File: config.mk
export PLATFORM = sky130hd
export DESIGN_NAME = sd_block_responder
export DESIGN_NICKNAME = d
export VERILOG_FILES = /design/src/rtl/sd_resp_pkg.sv /design/src/rtl/sd_block_responder.sv
export SDC_FILE = /design/constraint.sdc
export NUM_CORES = 1
export LEC_CHECK = 0
export CAP_MARGIN = 25
export CORE_MARGIN = 5
export CORE_UTILIZATION = 39
export DETAILED_ROUTE_END_ITERATION = 12
export PLACE_DENSITY = 0.77
export SLEW_MARGIN = 25
export SYNTH_ARGS = -nofsm -noshare
export SYNTH_HDL_FRONTEND = slang
export SYNTH_SLANG_ARGS = --single-unit
File: constraint.sdc
create_clock -name clk_sys -period 1.85 [get_ports clk_sys]
set_input_delay 0.185 -clock clk_sys [delete_from_list [all_inputs] [get_ports clk_sys]]
set_output_delay 0.185 -clock clk_sys [all_outputs]
set_load 0.03 [all_outputs]
File: src/rtl/sd_resp_pkg.sv
// Shared types and constants for the sd_block_responder sector target.
package sd_resp_pkg;

  localparam int BLK_BYTES = 512;
  localparam int BLK_AW    = 9;

  typedef enum logic [2:0] {
    IDLE,
    WAIT_ACK,
    RD_MEM,
    RD_PUT,
    WR_FETCH,
    WR_CAP,
    WR_MEM,
    DONE
  } state_t;

endpackage

File: src/rtl/sd_block_responder.sv
// Target side of the hps_io sector handshake. Serves one 512-byte block per
// sd_rd/sd_wr request from a byte-wide backing store and announces image
// mounts with a one-cycle img_mounted pulse.
module sd_block_responder
  import sd_resp_pkg::*;
#(
  parameter int MEM_AW    = 24,
  parameter int ACK_DELAY = 4
) (
  input  logic              clk_sys,
  input  logic              RESET_n,
  input  logic              img_present,
  input  logic              img_ro_in,
  input  logic [63:0]       img_bytes,
  output logic              img_mounted,
  output logic              img_readonly,
  output logic [63:0]       img_size,
  input  logic [31:0]       sd_lba,
  input  logic              sd_rd,
  input  logic              sd_wr,
  output logic              sd_ack,
  output logic [8:0]        sd_buff_addr,
  output logic [7:0]        sd_buff_dout,
  output logic              sd_buff_wr,
  input  logic [7:0]        sd_buff_din,
  output logic [MEM_AW-1:0] mem_addr,
  output logic              mem_rd,
  output logic              mem_wr,
  output logic [7:0]        mem_wdata,
  input  logic [7:0]        mem_rdata,
  input  logic              mem_ready,
  output logic              err_range
);

  localparam int CNT_W = (ACK_DELAY > 1) ? $clog2(ACK_DELAY) : 1;
  localparam int LBA_W = MEM_AW - BLK_AW;

  state_t            state, state_nx;
  logic [BLK_AW-1:0] idx;
  logic [CNT_W-1:0]  cnt;
  logic [LBA_W-1:0]  lba_q;
  logic              dir_rd;
  logic              in_rng;
  logic [7:0]        data;
  logic              present_q;
  logic              mount_pend;

  logic req, rng_ok, last_byte;
  logic img_rise, img_fall, do_mount;
  logic accept, ack_set, ack_clr, idx_inc, cnt_inc;
  logic ld_rdata, ld_zero, ld_din;

  // Request qualification and mount edge detection.
  always_comb begin
    req       = sd_rd | sd_wr;
    // A partial trailing block is treated as out of range.
    rng_ok    = 55'(sd_lba) < img_size[63:9];
    last_byte = (idx == BLK_AW'(BLK_BYTES - 1));
    img_rise  = img_present & ~present_q;
    img_fall  = ~img_present & present_q;
    // Mount announcements are held back while a block is in flight.
    do_mount  = (img_rise | (mount_pend & ~img_fall)) & ~sd_ack;
  end

  // FSM state register.
  always_ff @(posedge clk_sys or negedge RESET_n) begin
    if (!RESET_n) state <= IDLE;
    else          state <= state_nx;
  end

  // FSM next-state, strobes and datapath controls.
  always_comb begin
    state_nx   = state;
    accept     = 1'b0;
    ack_set    = 1'b0;
    ack_clr    = 1'b0;
    idx_inc    = 1'b0;
    cnt_inc    = 1'b0;
    ld_rdata   = 1'b0;
    ld_zero    = 1'b0;
    ld_din     = 1'b0;
    mem_rd     = 1'b0;
    mem_wr     = 1'b0;
    sd_buff_wr = 1'b0;
    case (state)
      IDLE: begin
        // With no image the request is left pending and never acked.
        if (req && (img_size != 64'd0)) begin
          accept   = 1'b1;
          state_nx = WAIT_ACK;
        end
      end
      WAIT_ACK: begin
        if (cnt == CNT_W'(ACK_DELAY - 1)) begin
          ack_set  = 1'b1;
          state_nx = dir_rd ? RD_MEM : WR_FETCH;
        end else begin
          cnt_inc = 1'b1;
        end
      end
      RD_MEM: begin
        if (!in_rng) begin
          ld_zero  = 1'b1;
          state_nx = RD_PUT;
        end else begin
          mem_rd = 1'b1;
          if (mem_ready) begin
            ld_rdata = 1'b1;
            state_nx = RD_PUT;
          end
        end
      end
      RD_PUT: begin
        sd_buff_wr = 1'b1;
        if (last_byte) state_nx = DONE;
        else begin
          idx_inc  = 1'b1;
          state_nx = RD_MEM;
        end
      end
      WR_FETCH: state_nx = WR_CAP;
      WR_CAP: begin
        // Buffer data arrives one cycle after the address was presented.
        ld_din   = 1'b1;
        state_nx = WR_MEM;
      end
      WR_MEM: begin
        if (in_rng && !img_readonly) begin
          mem_wr = 1'b1;
          if (mem_ready) begin
            if (last_byte) state_nx = DONE;
            else begin
              idx_inc  = 1'b1;
              state_nx = WR_FETCH;
            end
          end
        end else begin
          // Byte is discarded but the handshake still runs its full length.
          if (last_byte) state_nx = DONE;
          else begin
            idx_inc  = 1'b1;
            state_nx = WR_FETCH;
          end
        end
      end
      DONE: begin
        ack_clr  = 1'b1;
        state_nx = IDLE;
      end
      default: state_nx = IDLE;
    endcase
  end

  // Request latch, ack, byte index, ack-delay counter and data byte.
  always_ff @(posedge clk_sys or negedge RESET_n) begin
    if (!RESET_n) begin
      lba_q  <= '0;
      dir_rd <= 1'b0;
      in_rng <= 1'b0;
      cnt    <= '0;
      idx    <= '0;
      sd_ack <= 1'b0;
      data   <= 8'h00;
    end else begin
      if (accept) begin
        // Upper lba bits beyond the store width are dropped silently.
        lba_q  <= sd_lba[LBA_W-1:0];
        dir_rd <= sd_rd;
        in_rng <= rng_ok;
        cnt    <= '0;
      end
      if (cnt_inc) cnt <= cnt + 1'b1;
      if (ack_set) begin
        sd_ack <= 1'b1;
        idx    <= '0;
      end
      if (ack_clr) sd_ack <= 1'b0;
      if (idx_inc) idx <= idx + 1'b1;
      if (ld_rdata)     data <= mem_rdata;
      else if (ld_zero) data <= 8'h00;
      else if (ld_din)  data <= sd_buff_din;
    end
  end

  // Image mount tracking and sticky range error.
  always_ff @(posedge clk_sys or negedge RESET_n) begin
    if (!RESET_n) begin
      present_q    <= 1'b0;
      mount_pend   <= 1'b0;
      img_mounted  <= 1'b0;
      img_readonly <= 1'b0;
      img_size     <= 64'd0;
      err_range    <= 1'b0;
    end else begin
      present_q   <= img_present;
      img_mounted <= 1'b0;
      mount_pend  <= (img_rise | mount_pend) & ~img_fall & sd_ack;
      if (do_mount) begin
        img_mounted  <= 1'b1;
        img_size     <= img_bytes;
        img_readonly <= img_ro_in;
        err_range    <= 1'b0;
      end
      if (img_fall) img_size <= 64'd0;
      if (accept && !rng_ok) err_range <= 1'b1;
    end
  end

  assign sd_buff_addr = idx;
  assign sd_buff_dout = data;
  assign mem_wdata    = data;
  assign mem_addr     = {lba_q, idx};

endmodule

==> results of run 1 <==
-- worst max-delay path: stages (launching register included) --
cell	delay (ps)
dfrtp_2	440
inv_2	90
ha_4	200
and3_4	180
a221o_1	300
a31oi_2	220
nor4_2	90
o311ai_2	290
o21a_1	160
-- cell families (layout without fill, tap and decap cells) --
group | Yosys count | count (layout)
AO/OA/AOI/OAI | 133 | 133
multiplexers | 16 | 16
flip-flops | 109 | 109
AND/OR/NAND/NOR | 220 | 220
XOR/XNOR | 2 | 2
adder cells (fa/ha/maj) | 34 | 34
buffers and inverters | 84 | 380
-- placed cells by master (no fill, tap or decap), types with 3 or more instances in the layout --
master / instances
and3_4: 4
o21ai_0: 12
dfrtp_2: 21
a21oi_2: 3
nand3_1: 12
nor4_2: 6
mux2_4: 16
o21ai_2: 3
dfrtp_1: 88
inv_2: 9
nor2b_1: 3
clkbuf_16: 10
nand2b_1: 4
ha_1: 26
inv_1: 27
clkdlybuf4s50_1: 234
nor4_1: 7
o21ai_1: 7
a21oi_1: 54
a22oi_1: 8
nor3_1: 4
ha_4: 8
nand4_1: 5
o31ai_1: 31
nor2_1: 18
buf_4: 78
nand2_1: 133
buf_12: 10
-- how the worst max path moves through the flow --
stage               startpoint               to  slack (ps)  cells past startpoint
4_1_cts           img_size[33]           in_rng        -140                      9
5_1_grt           img_size[31]           in_rng        -310                      9
3_3_place_gp         sd_lba[4]           in_rng        -360                      8
3_5_place_dp         sd_lba[4]           in_rng        -380                      8
6_report          img_size[13]           in_rng        -170                      8
2_1_floorplan  sd_buff_addr[4]  sd_buff_addr[5]         -80                      9
-- registers in the layout, summed over array words and instances (netlist names) --
signal and count:
mount_pend 1, err_range 1, dir_rd 1, sd_ack 1, mem_wdata 8, lba_q 15
sd_buff_addr 9, state 3, cnt 2, img_size 64, img_readonly 1, in_rng 1
present_q 1, img_mounted 1
-- layout make-up --
| class | count | area share, % |
|---|---|---|
| well taps | 184 | 2.451 |
| flip-flops and latches | 109 | 29.32 |
| inverters | 37 | 1.505 |
| clock inverters | 6 | 0.6793 |
| clock buffers | 9 | 2.397 |
| repair buffers | 328 | 34.10 |
| multi-input cells | 405 | 29.56 |
-- through the flow --
step / setup WS, ps / util, %
floorplan: -75.30 / -
global placement: -362.0 / 62.20
detailed placement: -384.9 / 62.20
CTS: -143.1 / 64.61
global route: -305.6 / 65.38
finish: -169.2 / 65.38
-- synth_stat cells (2+ instances only) --
master	count	share of area [%]
inv_1	35	2.3
buf_4	18	2.4
buf_2	12	1.1
nand4_1	5	0.56
nor3_1	5	0.44
nor4_1	14	1.6
mux2_4	16	4.3
nand2b_1	6	0.67
nand2_1	133	8.9
xor2_1	2	0.31
o31ai_1	31	4.1
a31oi_1	3	0.33
a21oi_1	57	5.1
nor2_1	21	1.4
nor3b_1	2	0.27
and2_1	2	0.22
a221o_1	2	0.36
o21ai_0	19	1.7
a21o_1	2	0.27
nand3_1	13	1.2
a22oi_1	8	1.1
o21ai_1	3	0.27
ha_1	34	7.6
and3_1	6	0.67
o22ai_1	2	0.22
nand3b_1	2	0.27
buf_1	2	0.13
inv_2	2	0.13
clkbuf_1	13	0.87
buf_6	2	0.40
nor2b_1	5	0.56
dfrtp_1	109	48
-- routing by layer --
| metal | vias up | routed length (um) | global-route usage, % |
|---|---|---|---|
| met4 | 0 | 331 | 7.152 |
| met2 | 195 | 8214 | 33.95 |
| met5 | - | 0 | 0 |
| met1 | 2469 | 7405 | 26.41 |
| met3 | 24 | 1407 | 5.199 |
| li1 | 2636 | - | - |
-- power by group through the flow --
| stage | sequential [mW] | clock, mW | combinational, mW |
|---|---|---|---|
| after floorplan | 5.58 | 0 | 3.18 |
| after global placement | 3.88 | 0 | 8.05 |
| after detailed placement | 3.91 | 0 | 8.13 |
| after CTS | 3.90 | 1.97 | 8.23 |
| after global routing | 4.03 | 2.05 | 9.02 |
| final | 3.91 | 1.91 | 8.36 |
-- repair_timing --
| action | CTS | global route |
|---|---|---|
| setup buffers | 0 | 1 |
| cloned | 0 | 1 |
| hold endpoints to repair | 30 | 0 |
| hold buffers | 1 | 0 |
| pin swaps | 2 | 5 |
| resized for setup | 14 | 16 |
| endpoints found under the setup margin | 24 | 24 |
==> impl_results.md, run 1 <==
* Crit Path Class: register to register
* DRT iter0 DRCs at 249
* Max FO, Critical Path at 3
* Clock Power Share at 13.5%
* Htree depth at 3
* Main combinational cell family by area after synthesis: simple AND/OR/NAND/NOR gates
* ANT nets after route at 0
* CTS root buf: clkbuf_16
* Share of layout cells above drive strength 1 at approximately 22%
* Fin. max-slew vios at 0
* Worst hold slack at 336.6 ps
* FFs w/ async S/R, synth at 100.0%
* Routed vias at 5,324
* FF+latch count, synth at 109
* Fillers at around 1.1k
* Drt first pass iters at 4
* P&R area growth vs syn at 66.84%
* Seq pwr share at 27.6%
* Max Freq at 495.3 MHz
* Longest Clk Path Bufs at 2
* Worst R2R Start: img_size[13]
* Synthesis Warnings at 0
* Vias in the first global route at 5,486
* Buffers added on ports at 238
* Post-synth EDFFs at 0
* Post-synth cell types at 44
* Dpl cells at 1,060
* Diodes inserted at 0
* R2r worst-path depth at 8
* Syn Nets at about 750
* Core area at approximately 14,000 um2
* Number of max-cap violations at 0
* Seq. cell area at 2754 um2
* WL final at 17,360 um
* Period utilization at 109.1%
* Num Clock Sinks at 109
* Design area at 9394 um2
* Final std cells w/o fill at 1,078
* Sequential-to-total area share from yosys stat at 48.44%
* Multiplexer share of the synthesized area at 4.267%
* Die width at 130.2 um
* Reg-to-reg critical path endpoint: in_rng
* Post-synthesis cell area at 5630 um2
* Critical Path RT at 2140 ps
* R2R setup slack at -170 ps
* Final setup violation count at 19
* Synth Area in Compound Gates at 14.49%
* Min cycle time layout at 2019 ps
* Commonest register cell after synthesis: dfrtp_1
* Fin nets at 1,043
* Antenna violations before repair at 0
* Post-Synth Adder-Cell Area at 7.556%
* Multi-input combinational cell area at ~2800 um2
* Setup TNS at -1988 ps
* Clock transition at path regs at 70 ps
* PD cells at 1509 nW/um2
* Site row count at 44
* Worst hold path type: primary input to async pin
* RSZ-0062 raised after global routing: yes
* Largest net degree at the start of global routing at 37
* Cells after Synth at about 600
* Sw frac at about two fifths
* GRT Total Usage at around a fifth
* CTS tree: done
* Failing checks: setup timing
* Startpoint types: register
* Max_slew headroom at roughly three fifths
* LEAKAGE at roughly 4.0 nW
* Post-DP Area at 8937 um2
* First-pass GRT wire length at 27,480 um
* Dpl hpwl at 13,520 um
* Clk Latency, worst-skew pair at around 350 ps
* Status: finished, violations left
* Worst vdd ir at approximately 0.00072 V
* Psw at 5.921 mW
* Fin. Hold Viols at 0
* Clock skew at 7.178 ps
* Total grt overflow at 0
* Via/cell ratio at 4.939
* CP Data Arrival Time at 2310 ps
* Worst-margin pin slew at between 500 and 600 ps
* P_int at 8.252 mW
* Num CTS Buffers at 9
* Residual DRC count at 0
* Initial Util at 39.18%
* Critical Path End Type: register
* Avg Cell Area, Syn at 9.415 um2
* IO Pins at 239
* Final setup margin at -169.2 ps
* Post-Synth Simple-Gate Area at between 15 and 20%
* XOR/XNOR Fraction of Synth Area at 0.3111%
* DIE AREA at 16,940 um2
* GP Congestion at 0.8818
* Pwr Total at 14.17 mW
* Routed len/inst at 16.10 um
* Comb pwr share at between 50% and 60%
* Height of the die at 130.2 um
Note: power is estimated with default switching activity, not from simulation.
==> inputs of run 2 (changes only) <==
--- a/config.mk
+++ b/config.mk
@@ -9,7 +9,8 @@
 export CORE_MARGIN = 5
 export CORE_UTILIZATION = 39
 export DETAILED_ROUTE_END_ITERATION = 12
-export PLACE_DENSITY = 0.77
+export GPL_TIMING_DRIVEN = 1
+export PLACE_DENSITY = 0.88
 export SLEW_MARGIN = 25
 export SYNTH_ARGS = -nofsm -noshare
 export SYNTH_HDL_FRONTEND = slang
==> run 2 against run 1 <==
  * Global-route usage rose by 0.71 points
  * Largest power group unchanged
  * Sequential power hardly changed
  * Power is 0.78% higher
  * Die area stayed put
  * Critical endpoint unchanged
  * Critical path type unchanged
  * Wire length up 7.0%
  * Highest routed layer unchanged
  * Non-clock buffer count is 9 lower
  * Clock skew grew 0.64 ps
  * Clock power increased by 2%
  * The flow still finishes with violations (setup timing)
  * Hold slack better by 25 ps
==> impl_results.md, run 2 (synthesized netlist as in run 1, its figures left out) <==
* Fin. Hold Viols at 0 (unchanged)
* Failing checks: setup timing
* First-pass GRT wire length at 28,590 um (+4.0%)
* Commonest non-fill, non-tap cell in the layout: clkdlybuf4s50_1
* P&R area growth vs syn at 65.09%
* Reg with most FFs: img_size
* Total grt overflow at 0 (unchanged)
* Worst-margin pin slew at 587.1 ps (+16.82 ps)
* Num CTS Buffers at 9 (unchanged)
* Die width at 130.2 um (unchanged)
* LEAKAGE at 3.909 nW (-1.7%)
* GP Congestion at 0.8833 (+0.17%)
* DP Worst Slack at -383.6 ps (+1.269 ps)
* Max FO, Critical Path at 3 (unchanged)
* Share of layout cells above drive strength 1 at 22.12% (+0.086 points)
* Height of the die at 130.2 um (unchanged)
* Multi-input combinational cell area at 2813 um2 (+1.3%)
* Largest net degree at the start of global routing at 110 (+200%)
* Seq. cell area at 2754 um2 (unchanged)
* Slowest stage delay, CP at 390 ps (-50 ps)
* Startpoint types: register
* DRT iter0 DRCs at 359 (+44%)
* Dpl hpwl at 13,990 um (+3.5%)
* ANT nets after route at 0 (unchanged)
* Longest Clk Path Bufs at 2 (unchanged)
* Slowest stage cell on the critical path: dfrtp_2
* Clock transition at path regs at 80 ps (about the same)
* WL final at 18,570 um (+7.0%)
* Routed vias at 5,524 (+3.8%)
* Buffers added on ports at 238 (unchanged)
* Crit Path Class: register to register
* Critical Path End Type: register
* Worst vdd ir at 0.0007593 V (+5.9%)
* RSZ-0062 raised after global routing: yes
* Period utilization at 108.5% (-0.64 points)
* Initial Util at 39.18% (unchanged)
* Residual DRC count at 0 (unchanged)
* Num Clock Sinks at 109 (unchanged)
* Routed len/inst at 17.35 um (+7.8%)
* Clk Latency, worst-skew pair at 350 ps (about the same)
* Max reg flops at 64 (unchanged)
* Fillers at 1,079 (-4.8%)
* PD cells at 1537 nW/um2 (+1.9%)
* Worst path cell trace: buf_4 > inv_4 > ha_4 > nand4_1 > nor3_4 > nand2_1 > nor4_2 > o311ai_2 > o21a_1
* Commonest non-fill, non-tap cells in the layout: 234 x clkdlybuf4s50_1, 132 x nand2_1, 88 x dfrtp_1
* WHS Endpoint: img_size[44]
* DIE AREA at 16,940 um2 (unchanged)
* Worst hold path type: primary input to register
* CTS tree: done
* Min-delay src: img_bytes[44]
* Final setup margin at -157.3 ps (+11.89 ps)
* Antenna violations before repair at 0 (unchanged)
* Fin nets at 1,034 (-0.86%)
* Clock skew at 7.822 ps (+0.6441 ps)
* Core area at 14,370 um2 (unchanged)
* CTS root buf: clkbuf_16
* Max_slew headroom at 60.86% (-1.1 points)
* Critical Path RT at 2090 ps (-50 ps)
* Status: finished, violations left
* R2R setup slack at -160 ps (about the same)
* Number of max-cap violations at 0 (unchanged)
* Drt first pass iters at 4 (unchanged)
* Via/cell ratio at 5.163 (+4.5%)
* CP Data Arrival Time at 2250 ps (-60 ps)
* Reg-to-reg critical path endpoint: in_rng
* R2r worst-path depth at 9 (+1)
* Pwr Total at 14.28 mW (+0.78%)
* Fin. max-slew vios at 0 (unchanged)
* Diodes inserted at 0 (unchanged)
* Crit path from: img_size[31]
* Buf+Inv Stages, Crit Path at 2 (+1)
* Htree depth at 3 (unchanged)
* IO Pins at 239 (unchanged)
* Final setup violation count at 19 (unchanged)
* Site row count at 44 (unchanged)
* Min cycle time layout at 2007 ps (-11.89 ps)
* Worst hold stages at 3
* GRT Total Usage at 21.31% (+0.71 points)
* Max Freq at 498.2 MHz (+0.59%)
* Vias in the first global route at 5,630 (+2.6%)
* Worst R2R Start: img_size[31]
* Top Family by Delay on Critical Path: simple AND/OR/NAND/NOR gates
==> run 2: cell count changes in the layout (fill, tap and decap cells not counted), moves of 2 or more <==
cell / change
a21oi_1: -3
a21oi_2: +3
a31oi_1: -2
buf_12: -5
buf_4: -5
buf_6: +2
ha_1: -4
ha_4: +3
inv_4: +2
nor4_1: +3
nor4_2: -2
==> run 2: how the worst max path moves through the flow <==
stage | end | slack [ps] | cells past startpoint
after global routing | in_rng | -250 | 9
after floorplan | sd_buff_addr[5] | -80 | 9
final | in_rng | -160 | 9
after global placement | in_rng | -370 | 8
after detailed placement | in_rng | -380 | 8
after CTS | lba_q[10] | -200 | 9
==> run 2: final cells by class <==
| class | instances | share of cell area, % |
|---|---|---|
| well taps | 184 | 2.477 |
| flip-flops and latches | 109 | 29.63 |
| inverters | 37 | 1.575 |
| clock inverters | 6 | 0.6865 |
| multi-input cells | 405 | 30.26 |
| clock buffers | 10 | 2.463 |
| repair buffers | 319 | 32.91 |
==> run 2: repair_timing <==
action	in CTS	in global routing
setup buffers	2	3
pin swaps	9	9
hold endpoints to repair	109	0
resized for setup	9	35
endpoints found under the setup margin	23	28
hold buffers	1	0
==> run 2: tightest hold or removal path, stage by stage <==
cell	delay [ps]
clkdlybuf4s50_1	400
nand2_1	60
nand2_1	40
==> run 2: routing by layer <==
layer	share of wire, %	GRT usage, %
met1	40	25.73
met4	2.8	8.496
met5	0	0
met2	49	35.79
met3	8.8	6.222
==> run 2: report_power, final <==
| group | leakage (nW) | total [mW] | internal, mW | switching, mW |
|---|---|---|---|---|
| combinational | 2.39 | 8.40 | 3.89 | 4.50 |
| clock | 0.138 | 1.95 | 1.05 | 0.897 |
| sequential | 1.38 | 3.94 | 3.25 | 0.688 |
==> run 2: through the flow <==
step	utilization [%]	hold slack (ps)	TNS, ps	area, um2	cells
after floorplan	-	-110.6	-181.5	5808	598
after global placement	61.14	314.1	-2780	8785	1048
after detailed placement	61.14	315.1	-3264	8785	1048
after CTS	63.55	352.3	-3457	9131	1067
after global routing	64.69	365.3	-4192	9295	1070
final	64.69	361.7	-2358	9295	1070
==> inputs of run 3 (changes only) <==
--- a/config.mk
+++ b/config.mk
@@ -10,7 +10,7 @@
 export CORE_UTILIZATION = 39
 export DETAILED_ROUTE_END_ITERATION = 12
 export GPL_TIMING_DRIVEN = 1
-export PLACE_DENSITY = 0.88
+export PLACE_DENSITY = 0.82
 export SLEW_MARGIN = 25
 export SYNTH_ARGS = -nofsm -noshare
 export SYNTH_HDL_FRONTEND = slang
==> run 3 against run 2 <==
  * The run still ends with setup timing left
  * Via count fell by 2.0%
  * Highest routed layer unchanged
  * Global-route usage is 0.091 points lower
  * Critical path depth is 1 lower
  * Clock-buffer cell count up 1
  * Non-clock buffer count stayed put
  * Clock power up 2%
  * Die area did not move
  * Clock skew rose by 4.0 ps
  * Largest power group unchanged
  * Final cell count is the same
  * Largest cell class unchanged
  * Setup slack got worse by 77 ps
  * Critical path type unchanged
  * Power decreased by 0.95%
  * Fmax down 3.7%
==> impl_results.md, run 3 (synthesized netlist as in run 1, its figures left out) <==
* Vias in the first global route at 5,564 (-1.2%)
* CP Data Arrival Time at 2310 ps (+60 ps)
* Worst-margin pin slew at 500.1 ps (-87.06 ps)
* Period utilization at 112.7% (+4.2 points)
* R2R setup slack at -230 ps (-80 ps)
* Fin. max-slew vios at 0 (unchanged)
* Max_slew headroom at 66.66% (+5.8 points)
* Global routing usage on met3 at 6.304% (+0.082 points)
* Top Family by Delay on Critical Path: compound AO/OA/AOI/OAI gates
* Buffers added on ports at 238 (unchanged)
* Drt first pass iters at 5 (+1)
* Clock transition at path regs at 80 ps (about the same)
* Dpl hpwl at 13,710 um (-2.0%)
* DIE AREA at 16,940 um2 (unchanged)
* GP Congestion at 0.8625 (-2.4%)
* IO Pins at 239 (unchanged)
* Crit Path Class: register to register
* Worst hold path type: primary input to async pin
* Min cycle time layout at 2085 ps (+77.37 ps)
* Status: finished, violations left
* ANT nets after route at 0 (unchanged)
* Routed vias at 5,411 (-2.0%)
* First-pass GRT wire length at 28,220 um (-1.3%)
* Reg-to-reg critical path endpoint: err_range
* Worst vdd ir at 0.0007548 V (-0.59%)
* Setup TNS at -2427 ps (-68.76 ps)
* Site row count at 44 (unchanged)
* Die width at 130.2 um (unchanged)
* Fin. Hold Viols at 0 (unchanged)
* Failing checks: setup timing
* Final setup margin at -234.7 ps (-77.37 ps)
* Via/cell ratio at 5.057 (-2.0%)
* Largest net degree at the start of global routing at 52 (-53%)
* Residual DRC count at 0 (unchanged)
* Core area at 14,370 um2 (unchanged)
* CTS tree: done
* Worst R2R Start: img_size[13]
* Initial Util at 39.18% (unchanged)
* Commonest non-fill, non-tap cell in the layout: clkdlybuf4s50_1
* Clock skew at 11.81 ps (+3.988 ps)
* Commonest non-fill, non-tap cells in the layout: 234 x clkdlybuf4s50_1, 133 x nand2_1, 88 x dfrtp_1
* Finished Core Util at 64.56% (-0.13 points)
* RSZ-0062 raised after global routing: yes
* GRT Total Usage at 21.22% (-0.091 points)
* Critical Path RT at 2070 ps (-20 ps)
* Routed len/inst at 16.88 um (-2.7%)
* Fin nets at 1,034 (unchanged)
* Slowest stage cell on the critical path: dfrtp_2
* Htree depth at 3 (unchanged)
* Total grt overflow at 0 (unchanged)
* Busiest grt layer: met2
* Design area at 9276 um2 (-0.20%)
* Num Clock Sinks at 109 (unchanged)
* Met1 usage at 25.47% (-0.26 points)
* PD cells at 1525 nW/um2 (-0.75%)
* Height of the die at 130.2 um (unchanged)
* DRT iter0 DRCs at 247 (-31%)
* Startpoint types: register
* Worst path cell trace: inv_2 > ha_4 > and3_4 > a221o_1 > a31oi_2 > nor4_2 > o311ai_2 > nand2_1
* Final std cells w/o fill at 1,070 (unchanged)
* Post-DP Area at 8832 um2 (+0.54%)
* Max Freq at 479.7 MHz (-3.7%)
* Antenna violations before repair at 0 (unchanged)
* Max reg flops at 64 (unchanged)
* Longest Clk Path Bufs at 2 (unchanged)
* Share of layout cells above drive strength 1 at 20.88% (-1.2 points)
* Met2 track demand over resource at 35.79% (unchanged)
* Reg with most FFs: img_size
* P&R area growth vs syn at 64.76%
* Final setup violation count at 19 (unchanged)
* Slowest stage delay, CP at 430 ps (+40 ps)
* WL final at 18,060 um (-2.7%)
* LEAKAGE at 3.921 nW (+0.32%)
* Num CTS Buffers at 9 (unchanged)
* Fillers at 1,143 (+5.9%)
* CTS root buf: clkbuf_16
* Dpl cells at 1,051 (+0.29%)
* Diodes inserted at 0 (unchanged)
* Critical Path End Type: register
* R2r worst-path depth at 8 (-1)
* Clk Latency, worst-skew pair at 350 ps (about the same)
* Buf+Inv Stages, Crit Path at 1 (-1)
* Number of max-cap violations at 0 (unchanged)
* Max FO, Critical Path at 3 (unchanged)
## run 3: changes by cell type in the layout (fill, tap and decap cells not counted), moves of 2 or more
| cell | before | now |
|---|---|---|
| a21oi_1 | 51 | 54 |
| a21oi_2 | 6 | 3 |
| a31oi_1 | 0 | 2 |
| buf_12 | 5 | 7 |
| buf_4 | 73 | 70 |
| dlygate4sd2_1 | 1 | 3 |
| ha_1 | 22 | 25 |
| ha_4 | 11 | 9 |
## run 3: area by class of cell
class / count / area (um2) / area share, %
inverter: 37 / 143.9 / 1.551
multi-input combinational: 405 / 2756 / 29.71
clock inverter: 5 / 60.06 / 0.6474
timing repair buffer: 319 / 3089 / 33.30
clock buffer: 11 / 242.7 / 2.617
tap: 184 / 230.2 / 2.482
sequential: 109 / 2754 / 29.69
## run 3: repair_timing
item,in CTS,in global routing
hold buffers,1,0
gates resized for setup,11,21
endpoints found under the hold margin,31,0
endpoints found under the setup margin,24,27
cloned,0,0
pin swaps,7,11
buffers inserted,1,1
## run 3: worst max-delay path by stage
stage | start | end | slack [ps] | cells after the start
2_1_floorplan | sd_buff_addr[4] | sd_buff_addr[5] | -80 | 9
3_3_place_gp | sd_lba[4] | in_rng | -380 | 8
3_5_place_dp | sd_lba[5] | err_range | -420 | 8
4_1_cts | img_size[39] | lba_q[10] | -180 | 8
5_1_grt | img_size[13] | in_rng | -270 | 8
6_report | img_size[13] | err_range | -230 | 8
## run 3: per-layer routing
| layer | vias to the layer above | share of wire [%] |
|---|---|---|
| met3 | 30 | 8.3 |
| met2 | 188 | 49 |
| met1 | 2579 | 40 |
| met5 | - | 0 |
| li1 | 2614 | - |
| met4 | 0 | 2.6 |
## run 3: report_power, final
group,switching (mW),internal [mW]
Sequential,0.673,3.25
Combinational,4.41,3.82
Clock,0.895,1.09
Total,5.98,8.17
## run 3: metrics by stage
step | hold slack (ps) | power (mW) | setup WS (ps)
global placement | 182.6 | 11.84 | -376.4
floorplan | -110.6 | 8.758 | -75.30
detailed placement | 188.1 | 12.03 | -422.7
finish | 341.2 | 14.15 | -234.7
global route | 366.0 | 15.05 | -265.3
CTS | 344.0 | 14.11 | -184.2
